**src/rtl/spi_cmd_pkg.sv**
```systemverilog
// Shared definitions for the SPI command sequencer.
// Holds the command byte values and the parser state encoding.
package spi_cmd_pkg;

    localparam logic [7:0] CMD_CONF_WR   = 8'h2A;
    localparam logic [7:0] CMD_ADDR_WR   = 8'h2B;
    localparam logic [7:0] CMD_DATA_WR   = 8'h2C;
    localparam logic [7:0] CMD_FRAME_GO  = 8'h2D;
    localparam logic [7:0] CMD_STATUS_RD = 8'h2E;

    typedef enum logic [2:0] {
        ST_CMD    = 3'd0,
        ST_CONF_H = 3'd1,
        ST_CONF_L = 3'd2,
        ST_ADDR_H = 3'd3,
        ST_ADDR_L = 3'd4,
        ST_DATA   = 3'd5,
        ST_SINK   = 3'd6
    } state_e;

endpackage

```
**src/rtl/spi_cmd_ctrl.sv**
```systemverilog
// Command sequencer between the SPI byte slave and the LED frame logic.
// Parses each chip-select frame into a command plus arguments and drives
// the pixel RAM write port, the LED-count register and the frame-start
// request; supplies the status reply byte for MISO.
//
// Ports:
//   clk_i, rst_n_i          clock, asynchronous active-low reset
//   spi_cs_n_i              chip select (active low)
//   spi_byte_vld_i/data_i   received byte strobe and value
//   spi_byte_data_o         next byte for the slave to transmit
//   frame_busy_i            LED output engine refreshing
//   ram_wr_en/addr/data_o   registered pixel RAM write port
//   led_cnt_o               configured LED count
//   frame_start_o           one-cycle refresh request
module spi_cmd_ctrl
    import spi_cmd_pkg::*;
#(
    parameter int ADDR_WIDTH = 11,
    parameter int CNT_WIDTH  = 16
) (
    input  logic                  clk_i,
    input  logic                  rst_n_i,
    input  logic                  spi_cs_n_i,
    input  logic                  spi_byte_vld_i,
    input  logic [7:0]            spi_byte_data_i,
    output logic [7:0]            spi_byte_data_o,
    input  logic                  frame_busy_i,
    output logic                  ram_wr_en_o,
    output logic [ADDR_WIDTH-1:0] ram_wr_addr_o,
    output logic [7:0]            ram_wr_data_o,
    output logic [CNT_WIDTH-1:0]  led_cnt_o,
    output logic                  frame_start_o
);

    localparam logic [ADDR_WIDTH-1:0] ADDR_ONE = {{(ADDR_WIDTH-1){1'b0}}, 1'b1};

    state_e                state_q, state_d;
    logic [7:0]            hold_q, hold_d;
    logic [ADDR_WIDTH-1:0] addr_q, addr_d;
    logic                  pending_q, pending_d;
    logic [CNT_WIDTH-1:0]  led_cnt_q, led_cnt_d;
    logic                  wr_en_q, wr_en_d;
    logic [ADDR_WIDTH-1:0] wr_addr_q, wr_addr_d;
    logic [7:0]            wr_data_q, wr_data_d;
    logic                  start_q, start_d;
    logic [7:0]            reply_q, reply_d;
    logic [15:0]           arg16;

    // Both two-byte arguments share the high-byte hold register.
    assign arg16 = {hold_q, spi_byte_data_i};

    always_ff @(posedge clk_i or negedge rst_n_i) begin
        if (!rst_n_i) begin
            state_q   <= ST_CMD;
            hold_q    <= 8'h00;
            addr_q    <= '0;
            pending_q <= 1'b0;
            led_cnt_q <= '0;
            wr_en_q   <= 1'b0;
            wr_addr_q <= '0;
            wr_data_q <= 8'h00;
            start_q   <= 1'b0;
            reply_q   <= 8'h00;
        end else begin
            state_q   <= state_d;
            hold_q    <= hold_d;
            addr_q    <= addr_d;
            pending_q <= pending_d;
            led_cnt_q <= led_cnt_d;
            wr_en_q   <= wr_en_d;
            wr_addr_q <= wr_addr_d;
            wr_data_q <= wr_data_d;
            start_q   <= start_d;
            reply_q   <= reply_d;
        end
    end

    always_comb begin
        state_d   = state_q;
        hold_d    = hold_q;
        addr_d    = addr_q;
        pending_d = pending_q;
        led_cnt_d = led_cnt_q;
        wr_en_d   = 1'b0;
        wr_addr_d = wr_addr_q;
        wr_data_d = wr_data_q;
        start_d   = 1'b0;
        reply_d   = reply_q;

        // Start request is independent of the byte stream; a FRAME_GO in the
        // same cycle re-arms pending below.
        if (pending_q && !frame_busy_i) begin
            start_d   = 1'b1;
            pending_d = 1'b0;
        end

        if (spi_cs_n_i) begin
            // Release aborts any partial argument; bytes seen now are dropped.
            state_d = ST_CMD;
            reply_d = 8'h00;
        end else if (spi_byte_vld_i) begin
            reply_d = 8'h00;
            unique case (state_q)
                ST_CMD: begin
                    state_d = ST_SINK;
                    case (spi_byte_data_i)
                        CMD_CONF_WR:   state_d = ST_CONF_H;
                        CMD_ADDR_WR:   state_d = ST_ADDR_H;
                        CMD_DATA_WR:   state_d = ST_DATA;
                        CMD_FRAME_GO:  pending_d = 1'b1;
                        CMD_STATUS_RD: reply_d = {6'h00, pending_q, frame_busy_i};
                        default:       state_d = ST_SINK;
                    endcase
                end
                ST_CONF_H: begin
                    hold_d  = spi_byte_data_i;
                    state_d = ST_CONF_L;
                end
                ST_CONF_L: begin
                    led_cnt_d = arg16[CNT_WIDTH-1:0];
                    state_d   = ST_SINK;
                end
                ST_ADDR_H: begin
                    hold_d  = spi_byte_data_i;
                    state_d = ST_ADDR_L;
                end
                ST_ADDR_L: begin
                    addr_d  = arg16[ADDR_WIDTH-1:0];
                    state_d = ST_SINK;
                end
                ST_DATA: begin
                    wr_en_d   = 1'b1;
                    wr_addr_d = addr_q;
                    wr_data_d = spi_byte_data_i;
                    addr_d    = addr_q + ADDR_ONE;
                end
                default: state_d = ST_SINK;
            endcase
        end
    end

    assign spi_byte_data_o = reply_q;
    assign ram_wr_en_o     = wr_en_q;
    assign ram_wr_addr_o   = wr_addr_q;
    assign ram_wr_data_o   = wr_data_q;
    assign led_cnt_o       = led_cnt_q;
    assign frame_start_o   = start_q;

endmodule

```
**config.mk**
```make
export PLATFORM = sky130hd
export DESIGN_NAME = spi_cmd_ctrl
export DESIGN_NICKNAME = d
export VERILOG_FILES = /design/src/rtl/spi_cmd_pkg.sv /design/src/rtl/spi_cmd_ctrl.sv
export SDC_FILE = /design/constraint.sdc
export NUM_CORES = 1
export LEC_CHECK = 0
export ABC_AREA = 1
export CORE_MARGIN = 4
export CORE_UTILIZATION = 25
export CTS_CLUSTER_SIZE = 8
export DETAILED_ROUTE_END_ITERATION = 8
export SLEW_MARGIN = 20
export SYNTH_ARGS = -nofsm -noshare
export SYNTH_HDL_FRONTEND = slang
export SYNTH_SLANG_ARGS = --single-unit
export TNS_END_PERCENT = 5
```
**constraint.sdc**
```tcl
create_clock -name clk_i -period 2.25 [get_ports clk_i]
set_input_delay 0.225 -clock clk_i [delete_from_list [all_inputs] [get_ports clk_i]]
set_output_delay 0.225 -clock clk_i [all_outputs]
set_load 0.005 [all_outputs]
```
==> results.toml, run 1 <==
[drt]
met3_length_um = 424
top_layer = "met4"
vias = 2339
drc = 0
wirelength_um = 7410
via_per_inst = 4.413
drt_iter0_drc = 157
drt-met1-wl_um = 3373
first_pass_iters = 4
postRouteAntennaNets = 0
wl_met2_um = 3493
wl_per_cell_um = 13.98

[setup_path]
startpoint_type = "register"
critical_path_required_ns = 2.49
crit_fanout = 35
worst-setup-path-type = "reg -> reg"
crit_arrival_ns = 1.96
critPathCaptureType = "register"

[layout]
area_growth_pct = 33.89
drive_gt1_share_pct = 12.31
final_nets = 399
post-route-util_pct = 34.78
final_cells = 530
seq_area_um2 = 1551
insertedDiodeCount = 0
multiInputGateArea_um2 = 1080
n_fill_cell = 1164

[power_and_ir_drop]
p_leak_nw = 1.769
vdd_drop_max_v = 0.0003684
power_mw = 3.303
power_density_nw_per_um2 = 861.0

[synth]
ys_seq_elements = 62
synth.avg_cell_area_um2 = 8.816
ys_seq_area_share_pct = 54.15
syn_area_um2 = 2865
synth_area_leaders = "dfrtp_1 54%, nand2_1 10%, o21ai_0 5.9%"
yosysWarnings = 0
synth_top_area_share_pct = 54.15
yosysTopAreaCell = "dfrtp_1"
syn_inst = 325
synth_cell_types = 27

[cts]
cts_sinks = 62
clockBufferDepth = 2
postCtsSetupRepairBufs = 0
htree_levels = 3
holdBufCountCts = 1
cts_tree = "done"
cts_root_buf = "clkbuf_16"
cts_buffers = 9
path_clk_slew_ns = 0.06
ctsResizeCount = 0
clk-insertion-delay-late_ns = 0.33

[die]
coreArea_um2 = 11030
chipHeight_um = 115.1
io-pin-count = 58
dieArea_um2 = 13240
die_w_um = 115.1
start_util_pct = 25.98
std_cell_rows = 38

[sta]
setup_viol = 0
min_period_over_period_pct = 76.12
rsz0062_at_grt = "no"
finalMaxSlewViolations = 0
fmax_ghz = 0.5839
period_minus_slack_ns = 1.713
final_hold_viol_count = 0
tightest_slew_ns = 0.6220
slew_headroom_pct = 58.53
tns_ns = 0
fin_skew_ns = 0.004591

[place]
dpl.hpwl_um = 5525
place_inst = 513
port_buffers = 51
finalWeightedCongestion = 0.8585

[hold_path]
min_path_type = "in -> async"

[grt]
grtUsageTotal_pct = 12.16
grt_pass1_vias = 2428
antenna_found_initial = 0
grt_pass1_wl_um = 12390
overflow = 0
grt_max_degree = 36

[run]
cap_violations = 0

[outcome]
status = "complete, no violations"
==> flip-flops by register name, summed over array words and instances (netlist names) <==
register         cells
led_cnt_o           16
spi_byte_data_o      2
pending_q            1
addr_q              11
ram_wr_data_o        8
ram_wr_en_o          1
hold_q               8
state_q              3
frame_start_o        1
ram_wr_addr_o       11
==> report_power, final <==
| group | internal [mW] | switching (mW) |
|---|---|---|
| Sequential | 1.24 | 0.101 |
| Clock | 0.972 | 0.504 |
| Combinational | 0.242 | 0.244 |
| Total | 2.45 | 0.848 |
==> worst max-delay path, cell delays in order, from the launching register on <==
cell	delay [ns]
dfrtp_1	0.46
inv_2	0.16
nor2_2	0.17
inv_2	0.15
nor2_8	0.43
nor2_1	0.09
a21oi_1	0.15
==> metal layers <==
layer	track usage (%)	vias up
li1	-	1158
met1	16.50	1116
met2	18.60	56
met3	3.421	9
met4	4.382	0
met5	0	-
==> cells by family (layout without fill, tap and decap cells) <==
group / count (synthesis) / count (layout) / synth area share, %
fa+ha+maj: 1 / 1 / 0.4366
flops: 62 / 62 / 54.15
other cells: 1 / 6 / 0.1309
buf+inv: 51 / 111 / 8.821
simple gates: 136 / 136 / 20.74
mux: 5 / 5 / 1.965
compound gates: 69 / 69 / 13.76
==> stage by stage <==
| step | hold slack [ns] | cell area (um^2) | worst slack (ns) |
|---|---|---|---|
| finish | 0.4517 | 3836 | 0.5374 |
| global route | 0.4824 | 3836 | 0.3447 |
| CTS | 0.4690 | 3836 | 0.5269 |
| detailed placement | 0.2769 | 3503 | 0.4339 |
| global placement | 0.2655 | 3503 | 0.4778 |
| floorplan | -0.07059 | 2884 | 1.002 |
==> synthesized netlist by cell type <==
cell type,count
nand2_1,78
dfrtp_1,62
o21ai_0,34
inv_1,32
nor2_1,32
a21oi_1,14
nand3_1,12
a21oi_2,10
buf_4,9
nand4_1,6
mux2_2,5
o21ai_1,5
buf_2,3
buf_6,3
inv_2,3
o22ai_1,3
a22oi_1,2
nor2_4,2
nor3_1,2
clkbuf_2,1
conb_1,1
ha_1,1
nand3_4,1
nand3b_1,1
nor2_2,1
nor2_8,1
o211ai_1,1
==> worst paths after layout <==
check,from,end,slack [ns],depth (start not counted)
max,state_q[0]$_DFFE_PN0P_,ram_wr_addr_o[2]$_DFFE_PN0P_,0.54,6
min,rst_n_i,pending_q$_DFF_PN0_,0.45,2
max reg2reg,state_q[0]$_DFFE_PN0P_,ram_wr_addr_o[2]$_DFFE_PN0P_,0.54,6
min reg2reg,hold_q[4]$_DFFE_PN0P_,hold_q[4]$_DFFE_PN0P_,0.48,2
max in group asynchronous,rst_n_i,led_cnt_o[4]$_DFFE_PN0P_,1.11,3
min in group clk_i,frame_busy_i,frame_start_o$_DFF_PN0_,0.47,2
==> cells in the final DEF (no fill, tap or decap), drive strengths merged <==
cell type and n:
nand2 78, dfrtp 62, clkdlybuf4s50 50, o21ai 39, inv 36, nor2 36
a21oi 24, nand3 13, clkbuf 9, buf 9, nand4 6, conb 6
mux2 5, o22ai 3, nor3 2, a22oi 2, clkinvlp 2, bufinv 2
clkinv 2, nand3b 1, o211ai 1, ha 1, dlygate4sd3 1
==> area by class of cell <==
class                      instances  area share (%)
tap                              140           4.566
inverter                          35           3.425
sequential                        62           40.44
timing repair buffer              60           15.00
clock buffer                       9           5.871
multi-input combinational        217           28.15
clock inverter                     7           2.544
Note: power is estimated with default switching activity, not from simulation.
==> run 2: changes to the inputs <==
==> constraint.sdc (replaced) <==
create_clock -name clk_i -period 1.65 [get_ports clk_i]
set_input_delay 0.165 -clock clk_i [delete_from_list [all_inputs] [get_ports clk_i]]
set_output_delay 0.165 -clock clk_i [all_outputs]
set_load 0.005 [all_outputs]
==> results.toml, run 2 (synthesis results as in run 1) <==
[outcome]
status = "complete, no violations"

[layout]
final_cells = 547
layout_commonest_cell = "nand2_1"
n_fill_cell = 1152
multiInputGateArea_um2 = 1080
area_growth_pct = 37.34
mostFrequentLayoutCells = "78 x nand2_1, 62 x dfrtp_1, 50 x clkdlybuf4s50_1"
drive_gt1_share_pct = 15.48
largest_reg_flops = 16
seq_area_um2 = 1551
insertedDiodeCount = 0
final_nets = 416

[grt]
antenna_found_initial = 0
grt_max_degree = 63
grtUsageTotal_pct = 12.44
grt_pass1_wl_um = 12700
grt_pass1_vias = 2439
overflow = 0

[place]
port_buffers = 51
finalWeightedCongestion = 0.8943
dpl.hpwl_um = 5654
place_inst = 530

[power_and_ir_drop]
power_density_nw_per_um2 = 1076
p_leak_nw = 1.839
swShare_pct = 26.70
power_frac_seq_pct = 43.0
power.internal_mw = 3.102
vdd_drop_max_v = 0.0004843
power_mw = 4.233
pwr-share-comb_pct = 16.8
p_switching_mw = 1.130
p_clk_share_pct = 40.2

[drt]
first_pass_iters = 4
wirelength_um = 7550
drc = 0
wl_per_cell_um = 13.80
via_per_inst = 4.300
postRouteAntennaNets = 0
drt_iter0_drc = 130
vias = 2352

[setup_path]
crit_top_cell = "nand2_1"
crit_chain = "ha_1 > nand2_1 > nor2_1 > nand4_1 > nand2_1 > nand2_1 > nand2_1 > nand2_1"
critPathCaptureType = "register"
crit_fanout = 5
startpoint_type = "register"
startpoint = "addr_q[0]$_DFFE_PN0P_"
crit_arrival_ns = 1.68
r2r-start = "addr_q[0]$_DFFE_PN0P_"
critical_path_required_ns = 1.86
critical-path-top-delay-family = "simple AND/OR/NAND/NOR gates"
worst-setup-path-type = "reg -> reg"
cp_slowest_cell = "dfrtp_1"
crit_buf_inv = 0
max_stage_delay_ns = 0.36

[cts]
path_clk_slew_ns = 0.05
cts_root_buf = "clkbuf_16"
cts_sinks = 62
clk-insertion-delay-late_ns = 0.32
cts_buffers = 9
htree_levels = 3
clockBufferDepth = 2
holdBufCountCts = 1
cts_tree = "done"
ctsResizeCount = 0
postCtsSetupRepairBufs = 0

[sta]
hold_ws_ns = 0.3845
final_hold_viol_count = 0
finalMaxSlewViolations = 0
rsz0062_at_grt = "no"
setup_viol = 0
min_period_over_period_pct = 88.95
fmax_ghz = 0.6813
tns_ns = 0
period_minus_slack_ns = 1.468
fin_skew_ns = 0.006526

[die]
std_cell_rows = 38
start_util_pct = 25.98
chipHeight_um = 115.1
die_w_um = 115.1
dieArea_um2 = 13240
io-pin-count = 58
coreArea_um2 = 11030

[run]
cap_violations = 0

[hold_path]
min_path_type = "in -> async"
run 2: cell types whose count changed in the layout (fill, tap and decap cells not counted):
cell | before | now
clkinvlp_4 | 2 | 1
buf_12 | 0 | 2
inv_6 | 1 | 0
bufinv_16 | 2 | 0
clkinv_2 | 1 | 3
buf_4 | 8 | 23
clkbuf_1 | 0 | 2
clkbuf_8 | 0 | 1
clkinv_4 | 1 | 0
run 2: layer usage:
layer	wire, um	track usage (%)	vias to the layer above	part of all wire (%)
li1	-	-	1194	-
met1	3601	16.70	1108	48
met2	3553	19.29	46	47
met3	334	3.895	4	4.4
met4	61	3.756	0	0.81
met5	0	0	-	0
run 2: area by class of cell:
type	count	share of cell area [%]
tap	140	4.452
multi-input combinational	217	27.44
clock buffer	12	6.264
inverter	35	3.339
clock inverter	4	0.5723
timing repair buffer	77	18.51
sequential	62	39.43
run 2: final timing paths:
path                                           endpoint  slack, ns  cells after the start
setup / recovery                 addr_q[10]$_DFFE_PN0P_       0.18                      8
hold / removal                  frame_start_o$_DFF_PN0_       0.38                      3
setup reg to reg                 addr_q[10]$_DFFE_PN0P_       0.18                      8
hold reg to reg                led_cnt_o[4]$_DFFE_PN0P_       0.48                      2
max in group asynchronous  ram_wr_addr_o[0]$_DFFE_PN0P_       1.00                      3
min in group clk_i              frame_start_o$_DFF_PN0_       0.41                      2
run 2: metrics by stage:
step                      area (um^2)  utilization [%]  worst slack (ns)
final                            3935            35.67            0.1823
after global routing             3935            35.67           0.06517
after CTS                        3935            35.67            0.2056
after detailed placement         3656            33.14          -0.06889
after global placement           3656            33.14          0.003815
after floorplan                  2884                -            0.4020
run 2: power groups by stage:
stage	Sequential (mW)	Combinational (mW)	Clock, mW
4_1_cts	1.82	0.723	1.75
3_3_place_gp	1.85	0.709	0
2_1_floorplan	1.83	0.308	0
6_report	1.82	0.712	1.70
5_1_grt	1.85	0.800	1.79
3_5_place_dp	1.85	0.720	0
run 2: tightest hold or removal path: stages:
cell and delay (ns):
dlygate4sd3_1 0.52, buf_2 0.12, buf_12 0.30
==> run 3: changes to the inputs <==
--- a/config.mk
+++ b/config.mk
@@ -5,7 +5,7 @@
 export SDC_FILE = /design/constraint.sdc
 export NUM_CORES = 1
 export LEC_CHECK = 0
-export ABC_AREA = 1
+export ABC_AREA = 0
 export CORE_MARGIN = 4
 export CORE_UTILIZATION = 25
 export CTS_CLUSTER_SIZE = 8
==> results.toml, run 3 <==
[synth]
synth_edf_count = 0
synth_cell_types = 46
synth_ff_type = "dfrtp_1"
yosysTopAreaCell = "dfrtp_1"
synth_top_area_share_pct = 54.08
syn_area_um2 = 2869
yosysMostFrequentCell = "dfrtp_1"
yosysWarnings = 0
ys_seq_elements = 62
ys_seq_area_share_pct = 54.08
synthArstFlopShare_pct = 100.0
synth.avg_cell_area_um2 = 12.47
synth_area_leaders = "dfrtp_1 54%, mux2_4 8.9%, mux2_2 7.8%"
synth_common_cells = "62 x dfrtp_1, 20 x mux2_2, 17 x mux2_4, 16 x a21oi_1, 16 x o21ai_0"
syn_inst = 230

[grt]
use_met2_pct = 16.44
use_met3_pct = 2.316
grt_pass1_wl_um = 11440
grt_use_met1_pct = 15.84
top_usage_layer = "met2"
grt_pass1_vias = 2133
grt_max_degree = 47
overflow = 0
antenna_found_initial = 0
grtUsageTotal_pct = 11.28

[hold_path]
min_path_type = "in -> async"

[setup_path]
startpoint_type = "primary input"
critical_path_required_ns = 1.86
crit_fanout = 8
worst-setup-path-type = "in -> reg"
crit_arrival_ns = 1.75
critPathCaptureType = "register"

[sta]
min_period_over_period_pct = 93.66
period_minus_slack_ns = 1.545
fin_skew_ns = 0.005534
finalMaxSlewViolations = 0
fmax_ghz = 0.6471
final_hold_viol_count = 0
rsz0062_at_grt = "no"
setup_viol = 0

[die]
die_w_um = 115.1
dieArea_um2 = 13250
coreArea_um2 = 11030
io-pin-count = 58
chipHeight_um = 115.1
start_util_pct = 26.01
std_cell_rows = 38

[layout]
layout_commonest_cell = "dfrtp_1"
drive_gt1_share_pct = 28.12
area_growth_pct = 38.25
post-route-util_pct = 35.96
final_nets = 322
mostFrequentLayoutCells = "62 x dfrtp_1, 50 x clkdlybuf4s50_1, 27 x buf_4"
insertedDiodeCount = 0
largest_reg_flops = 16

[drt]
vias = 2041
drt_iter0_drc = 109
wl_per_cell_um = 15.68
postRouteAntennaNets = 0
via_per_inst = 4.506
first_pass_iters = 4
wirelength_um = 7101
drc = 0

[power_and_ir_drop]
p_leak_nw = 1.808
power_density_nw_per_um2 = 1038
vdd_drop_max_v = 0.0005292
power_mw = 4.119

[cts]
path_clk_slew_ns = 0.05
postCtsSetupRepairBufs = 0
cts_root_buf = "clkbuf_16"
ctsResizeCount = 0
clk-insertion-delay-late_ns = 0.32
clockBufferDepth = 2
cts_tree = "done"
cts_buffers = 9
cts_sinks = 62
htree_levels = 3

[outcome]
status = "complete, no violations"

[run]
cap_violations = 0

[place]
finalWeightedCongestion = 0.8018
port_buffers = 51
dpl.hpwl_um = 5108
[run 3: power by group]
part / switching [mW] / internal (mW) / leakage [nW]
clock: 0.653 / 1.16 / 0.134
combinational: 0.245 / 0.283 / 0.851
sequential: 0.123 / 1.65 / 0.823
total: 1.02 / 3.10 / 1.81
[run 3: stage by stage]
stage,cells,hold WS [ns],instance area [um^2],TNS (ns),setup WS [ns]
final,453,0.3090,3966,0,0.1045
after global routing,453,0.3561,3966,0,0.02963
after CTS,453,0.3263,3966,0,0.1067
after detailed placement,436,0.1268,3665,-7.160,-0.2124
after global placement,436,0.1211,3665,-6.851,-0.1961
after floorplan,235,-0.1306,2888,0,0.1384
[run 3: worst paths after layout]
check                      slack (ns)                          from                      endpoint  cells past startpoint
hold / removal                   0.31                       rst_n_i  ram_wr_addr_o[4]$_DFFE_PN0P_                      2
hold reg to reg                  0.48  ram_wr_data_o[0]$_DFFE_PN0P_  ram_wr_data_o[0]$_DFFE_PN0P_                      2
setup reg to reg                 0.12        state_q[2]$_DFFE_PN0P_         hold_q[4]$_DFFE_PN0P_                      4
max in group asynchronous        0.75                       rst_n_i  ram_wr_data_o[1]$_DFFE_PN0P_                      3
min in group clk_i               0.44                  frame_busy_i       frame_start_o$_DFF_PN0_                      2
setup / recovery                 0.10                spi_byte_vld_i         hold_q[4]$_DFFE_PN0P_                      5
[run 3: cells by family after synthesis]
kind of cell / synth area share [%]
other: 0.1307
muxes: 17.10
adders and majority gates: 0.4360
xor gates and xnor gates: 0.3053
buffers and inverters: 6.018
and+or+nand+nor: 11.99
AOI/OAI and AO/OA: 9.944
DFF: 54.08
[run 3: area by class of cell]
class,instances,area [um^2]
Tap cell,140,175.2
Inverter,7,26.28
Clock inverter,6,62.56
Fill cell,1098,7064
Clock buffer,10,229.0
Multi-Input combinational cell,147,1164
Timing Repair Buffer,81,758.2
Sequential cell,62,1551
[run 3: routing by layer]
| layer | vias up | part of all wire [%] | wire length [um] |
|---|---|---|---|
| met4 | 0 | 2.1 | 146 |
| met2 | 52 | 46 | 3233 |
| met3 | 12 | 4.0 | 281 |
| met1 | 1003 | 48 | 3440 |
| li1 | 974 | - | - |
| met5 | - | 0 | 0 |
[run 3: timing repair]
action | 4_1_cts | 5_1_grt
hold buffers | 1 | 0
hold endpoints to repair | 16 | 0
setup endpoints to repair | 0 | 0
[run 3: critical path, cell delays in order]
cell	delay [ns]
clkdlybuf4s50_1	0.56
nor3b_4	0.33
and2_1	0.22
buf_12	0.14
mux2_2	0.33
